File: src/rtl/game_pkg.sv
`default_nettype none
// ============================================================================
// Module   : game_pkg
// Purpose  : Shared types and constants for the runner-game sequencer.
//            Holds the 2-bit game state encoding, the score width and the
//            player height width.
// Revision : 1.0 - initial release
// ============================================================================
package game_pkg;

    typedef enum logic [1:0] {
        SELECT = 2'd0,
        RUN    = 2'd1,
        PAUSE  = 2'd2,
        OVER   = 2'd3
    } game_state_t;

    localparam int c_score_w  = 16;
    localparam int c_jump_h_w = 6;

endpackage
`default_nettype wire

File: src/rtl/btn_cond.sv
`default_nettype none
// ============================================================================
// Module   : btn_cond
// Purpose  : Conditions one raw board button: 2-flop synchronizer, optional
//            debouncer (GAME_CTRL_DEBOUNCE_EN) and a registered rising-edge
//            detector.
// Ports    : clk, rst_n (async active-low), btn_raw  -> level (conditioned
//            level), rise (one-cycle pulse on a 0->1 of level)
// Revision : 1.0 - initial release
// ============================================================================
module btn_cond #(
    parameter int DEBOUNCE_CYC = 65536
) (
    input  logic clk,
    input  logic rst_n,
    input  logic btn_raw,
    output logic level,
    output logic rise
);

    if (DEBOUNCE_CYC < 1) begin : g_bad_debounce
        $error("btn_cond: DEBOUNCE_CYC must be at least 1");
    end

    logic [1:0] r_sync;
    logic       w_filt;
    logic       r_prev;
    logic       r_rise;

    always_ff @(posedge clk or negedge rst_n) begin
        if (!rst_n) begin
            r_sync <= 2'b00;
        end else begin
            r_sync <= {r_sync[0], btn_raw};
        end
    end

`ifdef GAME_CTRL_DEBOUNCE_EN
    localparam int c_db_w = $clog2(DEBOUNCE_CYC + 1);

    logic [c_db_w-1:0] r_db_cnt;
    logic              r_stable;

    // The filtered level follows the synchronized input only once it has
    // disagreed with it for DEBOUNCE_CYC consecutive cycles.
    always_ff @(posedge clk or negedge rst_n) begin
        if (!rst_n) begin
            r_db_cnt <= '0;
            r_stable <= 1'b0;
        end else if (r_sync[1] == r_stable) begin
            r_db_cnt <= '0;
        end else if (r_db_cnt == c_db_w'(DEBOUNCE_CYC - 1)) begin
            r_db_cnt <= '0;
            r_stable <= r_sync[1];
        end else begin
            r_db_cnt <= r_db_cnt + 1'b1;
        end
    end

    assign w_filt = r_stable;
`else
    assign w_filt = r_sync[1];
`endif

    always_ff @(posedge clk or negedge rst_n) begin
        if (!rst_n) begin
            r_prev <= 1'b0;
            r_rise <= 1'b0;
        end else begin
            r_prev <= w_filt;
            r_rise <= w_filt & ~r_prev;
        end
    end

    assign level = w_filt;
    assign rise  = r_rise;

endmodule
`default_nettype wire

File: src/rtl/game_ctrl.sv
`default_nettype none
// ============================================================================
// Module   : game_ctrl
// Purpose  : Runner-game sequencer. Conditions the player buttons, runs the
//            SELECT/RUN/PAUSE/OVER state machine, schedules game_tick, drives
//            the jump arc and duck flag, and keeps a saturating score.
// Ports    : CLK, RST_BTN (async active-low); raw buttons pause, chooselvl,
//            jump, duck, adj; num[2:0] level switches; collide flag.
//            Outputs state[1:0], level[2:0], game_tick, jump_h[5:0],
//            duck_active, score[15:0].
// Config   : define GAME_CTRL_DEBOUNCE_EN to insert a debouncer per button.
// Revision : 1.0 - initial release
// ============================================================================
module game_ctrl
    import game_pkg::*;
#(
    parameter int FRAME_DIV    = 2**20,
    parameter int JUMP_TICKS   = 16,
    parameter int NUM_LEVELS   = 8,
    parameter int DEBOUNCE_CYC = 2**16
) (
    input  logic                  CLK,
    input  logic                  RST_BTN,
    input  logic                  pause,
    input  logic                  chooselvl,
    input  logic                  jump,
    input  logic                  duck,
    input  logic                  adj,
    input  logic [2:0]            num,
    input  logic                  collide,
    output logic [1:0]            state,
    output logic [2:0]            level,
    output logic                  game_tick,
    output logic [c_jump_h_w-1:0] jump_h,
    output logic                  duck_active,
    output logic [c_score_w-1:0]  score
);

    if (FRAME_DIV < 256) begin : g_bad_frame_div
        $error("game_ctrl: FRAME_DIV must be at least 256");
    end
    if (JUMP_TICKS < 1 || JUMP_TICKS > 63) begin : g_bad_jump_ticks
        $error("game_ctrl: JUMP_TICKS must be in 1..63");
    end
    if (NUM_LEVELS < 1 || NUM_LEVELS > 8) begin : g_bad_num_levels
        $error("game_ctrl: NUM_LEVELS must be in 1..8");
    end

    localparam int c_cnt_w = $clog2(FRAME_DIV);
    localparam int c_jc_w  = 7;   // holds 2*JUMP_TICKS up to 126
    localparam logic [c_cnt_w:0]   c_frame_div = (c_cnt_w + 1)'(FRAME_DIV);
    localparam logic [2:0]         c_max_lvl   = 3'(NUM_LEVELS - 1);
    localparam logic [c_jc_w-1:0]  c_jt        = c_jc_w'(JUMP_TICKS);
    localparam logic [c_jc_w-1:0]  c_jt2       = c_jc_w'(2 * JUMP_TICKS);

    localparam int c_btn_pause = 0;
    localparam int c_btn_choose = 1;
    localparam int c_btn_jump  = 2;
    localparam int c_btn_duck  = 3;
    localparam int c_btn_adj   = 4;

    // ---------------------------------------------------------------- buttons
    logic [4:0] w_raw;
    logic [4:0] w_lvl;
    logic [4:0] w_rise;

    assign w_raw = {adj, duck, jump, chooselvl, pause};

    for (genvar gi = 0; gi < 5; gi++) begin : g_btn
        btn_cond #(
            .DEBOUNCE_CYC (DEBOUNCE_CYC)
        ) u_btn_cond (
            .clk     (CLK),
            .rst_n   (RST_BTN),
            .btn_raw (w_raw[gi]),
            .level   (w_lvl[gi]),
            .rise    (w_rise[gi])
        );
    end

    // ---------------------------------------------------------------- state
    game_state_t           r_state, w_state_next;
    logic [2:0]            r_level, w_level_next;
    logic [c_cnt_w-1:0]    r_tick_cnt, w_cnt_next;
    logic                  r_game_tick, w_tick_next;
    logic [c_score_w-1:0]  r_score, w_score_next;
    logic [c_jc_w-1:0]     r_jump_cnt, w_jcnt_next;
    logic [c_jump_h_w-1:0] r_jump_h, w_jump_h_next;

    logic [c_cnt_w:0]      w_period;
    logic [c_cnt_w:0]      w_last_cnt;

    // Period follows the registered level, so a new level only shapes the
    // tick spacing from the next period onward.
    assign w_period   = c_frame_div >> r_level;
    assign w_last_cnt = w_period - {{c_cnt_w{1'b0}}, 1'b1};

    always_ff @(posedge CLK or negedge RST_BTN) begin
        if (!RST_BTN) begin
            r_state     <= SELECT;
            r_level     <= 3'd0;
            r_tick_cnt  <= '0;
            r_game_tick <= 1'b0;
            r_score     <= '0;
            r_jump_cnt  <= '0;
            r_jump_h    <= '0;
        end else begin
            r_state     <= w_state_next;
            r_level     <= w_level_next;
            r_tick_cnt  <= w_cnt_next;
            r_game_tick <= w_tick_next;
            r_score     <= w_score_next;
            r_jump_cnt  <= w_jcnt_next;
            r_jump_h    <= w_jump_h_next;
        end
    end

    always_comb begin
        w_state_next = r_state;
        w_level_next = r_level;
        w_cnt_next   = r_tick_cnt;
        w_score_next = r_score;
        w_jcnt_next  = r_jump_cnt;

        case (r_state)
            SELECT: begin
                w_cnt_next   = '0;
                w_score_next = '0;
                w_jcnt_next  = '0;
                if (w_rise[c_btn_choose]) begin
                    w_level_next = (num > c_max_lvl) ? c_max_lvl : num;
                end else if (w_rise[c_btn_adj]) begin
                    w_level_next = (r_level >= c_max_lvl) ? 3'd0 : r_level + 3'd1;
                end
                if (w_rise[c_btn_pause]) begin
                    w_state_next = RUN;
                end
            end
            RUN: begin
                // r_game_tick is high exactly while the counter sits at P-1.
                if (r_game_tick) begin
                    w_cnt_next = '0;
                    if (!collide && r_score != {c_score_w{1'b1}}) begin
                        w_score_next = r_score + 1'b1;
                    end
                    if (r_jump_cnt != '0) begin
                        w_jcnt_next = r_jump_cnt - 1'b1;
                    end
                end else begin
                    w_cnt_next = r_tick_cnt + 1'b1;
                end
                if (w_rise[c_btn_jump] && r_jump_cnt == '0) begin
                    w_jcnt_next = c_jt2;
                end
                if (r_game_tick && collide) begin
                    w_state_next = OVER;
                    w_jcnt_next  = '0;
                end else if (w_rise[c_btn_pause]) begin
                    w_state_next = PAUSE;
                end
            end
            PAUSE: begin
                if (w_rise[c_btn_choose]) begin
                    w_state_next = SELECT;
                    w_cnt_next   = '0;
                    w_score_next = '0;
                    w_jcnt_next  = '0;
                end else if (w_rise[c_btn_pause]) begin
                    w_state_next = RUN;
                end
            end
            OVER: begin
                w_jcnt_next = '0;
                if (w_rise[c_btn_pause]) begin
                    w_state_next = SELECT;
                    w_cnt_next   = '0;
                    w_score_next = '0;
                end
            end
            default: begin
                w_state_next = SELECT;
            end
        endcase

        w_tick_next = (w_state_next == RUN) && ({1'b0, w_cnt_next} == w_last_cnt);
    end

    // Height rises while the counter runs from 2*JT down to JT, then falls.
    always_comb begin
        w_jump_h_next = '0;
        if (r_jump_cnt == '0) begin
            w_jump_h_next = '0;
        end else if (r_jump_cnt <= c_jt) begin
            w_jump_h_next = c_jump_h_w'(r_jump_cnt);
        end else begin
            w_jump_h_next = c_jump_h_w'(c_jt2 - r_jump_cnt);
        end
    end

    assign state       = r_state;
    assign level       = r_level;
    assign game_tick   = r_game_tick;
    assign score       = r_score;
    assign jump_h      = r_jump_h;
    assign duck_active = (r_state == RUN) && w_lvl[c_btn_duck] && (r_jump_cnt == '0);

endmodule
`default_nettype wire

File: config.mk
export PLATFORM = sky130hd
export DESIGN_NAME = game_ctrl
export DESIGN_NICKNAME = d
export VERILOG_FILES = /design/src/rtl/game_pkg.sv /design/src/rtl/btn_cond.sv /design/src/rtl/game_ctrl.sv
export SDC_FILE = /design/constraint.sdc
export NUM_CORES = 1
export LEC_CHECK = 0
export CAP_MARGIN = 25
export CORE_MARGIN = 2
export CORE_UTILIZATION = 40
export DETAILED_ROUTE_END_ITERATION = 8
export GPL_TIMING_DRIVEN = 0
export PLACE_DENSITY = 0.71
export SLEW_MARGIN = 20
export SYNTH_ARGS = -nofsm -noshare
export SYNTH_HDL_FRONTEND = slang
export SYNTH_SLANG_ARGS = --single-unit
export TNS_END_PERCENT = 100
File: constraint.sdc
create_clock -name CLK -period 5.9 [get_ports CLK]
set_input_delay 0.59 -clock CLK [delete_from_list [all_inputs] [get_ports CLK]]
set_output_delay 0.59 -clock CLK [all_outputs]
set_load 0.01 [all_outputs]
==> out/metrics.yaml <==
status:
  outcome: "completed"
global_route:
  grt_max_degree: 57
  gr-usage-all-layers_pct: 17.7
  grt_pass1_wl_mm: 15.8
  overflow: 0
  antenna_found_initial: 0
  grt_pass1_vias: 3282
sta:
  worst_clock_skew_ns: 0.0142
  fin_tns_setup_ns: 0
  maxSlewViolCount: 0
  relSlewSlack_pct: 51.0
  setup_viol: 0
  min_period_ns: 3.42
  fin_crit_sh_pct: 57.9
  worstMarginPinSlew_ns: 0.729
  hold_viol: 0
  max_freq_ghz: 0.293
  grt_setup_unrepaired: "false"
layout:
  drive_above_1_share_pct: 7.85
  final_cell_mix: "dfrtp_1, nand2_1, clkdlybuf4s50_1"
  nets: 500
  syn_to_final_growth_pct: 19.9
  final_common_cell: "dfrtp_1"
  antenna_cells: 0
critical_path:
  slowest_stage: "dfrtp_1"
  crit_required_ns: 6.13
  worstPathMaxFanout: 8
  critPathLaunchType: "register"
  cpMostUsedCell: "ha_1"
  cpPeakStageDelay_ns: 0.49
  startpoint: "level[0]"
  crit_type: "reg -> reg"
  crit-reg2reg-launch: "level[0]"
  critPathCaptureType: "register"
  worst-path-buf-inv: 2
  cp.arrival_ns: 3.65
  cp_cell_sequence: "ha_1, ha_1, clkbuf_1, inv_1, ha_1, a32o_1, a2111oi_4, nand4_2, a2111oi_2, nand4_1, nor4_1"
  path_delay_family: "compound AO/OA/AOI/OAI gates"
clocking:
  cts_buffer_depth: 2
  cts_buffers: 9
  cts_hold_buf: 0
  cts_sinks: 73
  cts_tree: "done"
  cts.htree.levels: 3
  cts_resized: 0
  clock_latency_ns: 0.35
  path_clk_slew_ns: 0.08
  cts_setup_buffers: 0
  ctsRootBufferMaster: "clkbuf_8"
route:
  routed_wl_mm: 9.22
  drtAntennaViolNets: 0
  viasPerCell: 5.54
  drc: 0
  wire_per_inst_um: 14.9
  vias: 3418
  drt-initial-drc-count: 247
  drt_pass1_iterations: 5
synth:
  synthAdderAreaFrac_pct: 3.15
  synth_top_cell_by_area: "dfrtp_1"
  synth_edf_count: 0
  synthArstFlopShare_pct: 100
  yosysWarnings: 0
  synth_fp_nets: 449
  ys_types: 65
  synth.top_cells.by_area: "dfrtp_1, nand2_1, nor2_1, ha_1, o21ai_0"
  synth_ff_type: "dfrtp_1"
  synth_compound_area_share_pct: 16.9
  synth_seq_cells: 73
  yosys.area_share.simple_pct: 24.7
  synth_top_family_by_area: "simple AND/OR/NAND/NOR gates"
  synthXorXnorAreaFrac_pct: 4.19
  synth_top_area_share_pct: 46.0
  synth_area_per_cell_um2: 9.28
  netlist_area_um2: 3970
  synth_seq_area_share_pct: 46.0
  synthMuxAreaShare_pct: 1.16
  syn_inst: 428
floorplan:
  io_pins: 40
  num_rows: 36
  die-area_um2: 10700
  dieHeight_um: 104
  fp.dieW_um: 104
  initial_core_util_pct: 40.8
  fp.coreArea_um2: 9730
place:
  port_buffers: 39
  hpwlAfterDp_mm: 6.51
  gp_congestion: 0.841
flow_run:
  cap_violations: 0
power:
  ir_drop_mv: 0.281
  power_mw: 1.70
  total_leakage_power_nw: 1.97
  powerDensity_nw_per_um2: 357
hold_path:
  hold_class: "in -> async"
## metal layers
| layer | vias to the layer above | track usage, % | wire [um] |
|---|---|---|---|
| li1 | 1659 | - | - |
| met1 | 1655 | 24.4 | 4330 |
| met2 | 93 | 28.1 | 4330 |
| met3 | 11 | 4.34 | 468 |
| met4 | 0 | 4.44 | 99 |
| met5 | - | 0 | 0 |
## flip-flops by register name, indices dropped and copies added (netlist names)
signal / count
r_tick_cnt: 20
game_tick: 1
r_jump_cnt: 7
jump_h: 6
g_btn.u_btn_cond.rise: 4
state: 2
g_btn.u_btn_cond.r_sync: 10
score: 16
g_btn.u_btn_cond.r_prev: 4
level: 3
## where the power goes
part           internal (mW)  total (mW)  switching, mW
Clock                  0.236       0.426          0.190
Combinational          0.281       0.672          0.390
Sequential             0.552       0.605         0.0530
## layout make-up
class / count / area, um2
Buffer: 22 / 97.6
Clock buffer: 10 / 128
Clock inverter: 6 / 82.6
Fill cell: 930 / 4960
Inverter: 15 / 56.3
Multi-Input combinational cell: 318 / 1990
Sequential cell: 73 / 1830
Tap cell: 133 / 166
Timing Repair Buffer: 40 / 415
## path summary, 6_finish.rpt
kind / endpoint / slack [ns] / cells after the start
min: r_tick_cnt[19] / 0.12 / 1
min reg2reg: g_btn[1].u_btn_cond.r_sync[1] / 0.35 / 0
min in group CLK: g_btn[1].u_btn_cond.r_sync[1] / 0.35 / 0
max reg2reg: game_tick / 2.48 / 11
max: game_tick / 2.48 / 11
max in group asynchronous: state[0] / 5.22 / 2
## cell families (layout without fill, tap and decap cells)
kind of cell,count (synthesis),count (layout)
AND/OR/NAND/NOR,189,189
AO/OA/AOI/OAI,96,96
flip-flops,73,73
buffers and inverters,37,93
XOR/XNOR,19,19
adder cells (fa/ha/maj),10,10
multiplexers,4,4
## synthesized netlist by cell type, types with 3 or more instances
library cell,instances
a211oi_1,4
a21o_1,5
a21oi_1,16
a22oi_1,4
a31oi_1,4
a32o_1,3
and2_1,5
and3_1,4
buf_2,6
clkbuf_1,15
dfrtp_1,73
ha_1,10
inv_1,14
nand2_1,45
nand2b_1,7
nand3_1,23
nand3b_1,3
nand4_1,13
nor2_1,37
nor2b_1,5
nor3_1,14
nor4_1,7
o211ai_1,3
o21ai_0,24
o22ai_1,3
o31ai_1,7
or3_1,7
or4_1,6
xnor2_1,10
xor2_1,9
## through the flow
step                hold slack, ns  area (um2)  instances  util, %  setup WS (ns)
floorplan                    0.294        3970        428        -           2.95
global placement             0.334        4530        600     46.6           1.72
detailed placement           0.335        4560        601     46.8           2.49
CTS                          0.115        4770        617     49.0           2.47
global route                 0.118        4770        617     49.0           2.21
finish                       0.117        4770        617     49.0           2.48
Note: power is estimated with default switching activity, not from simulation.
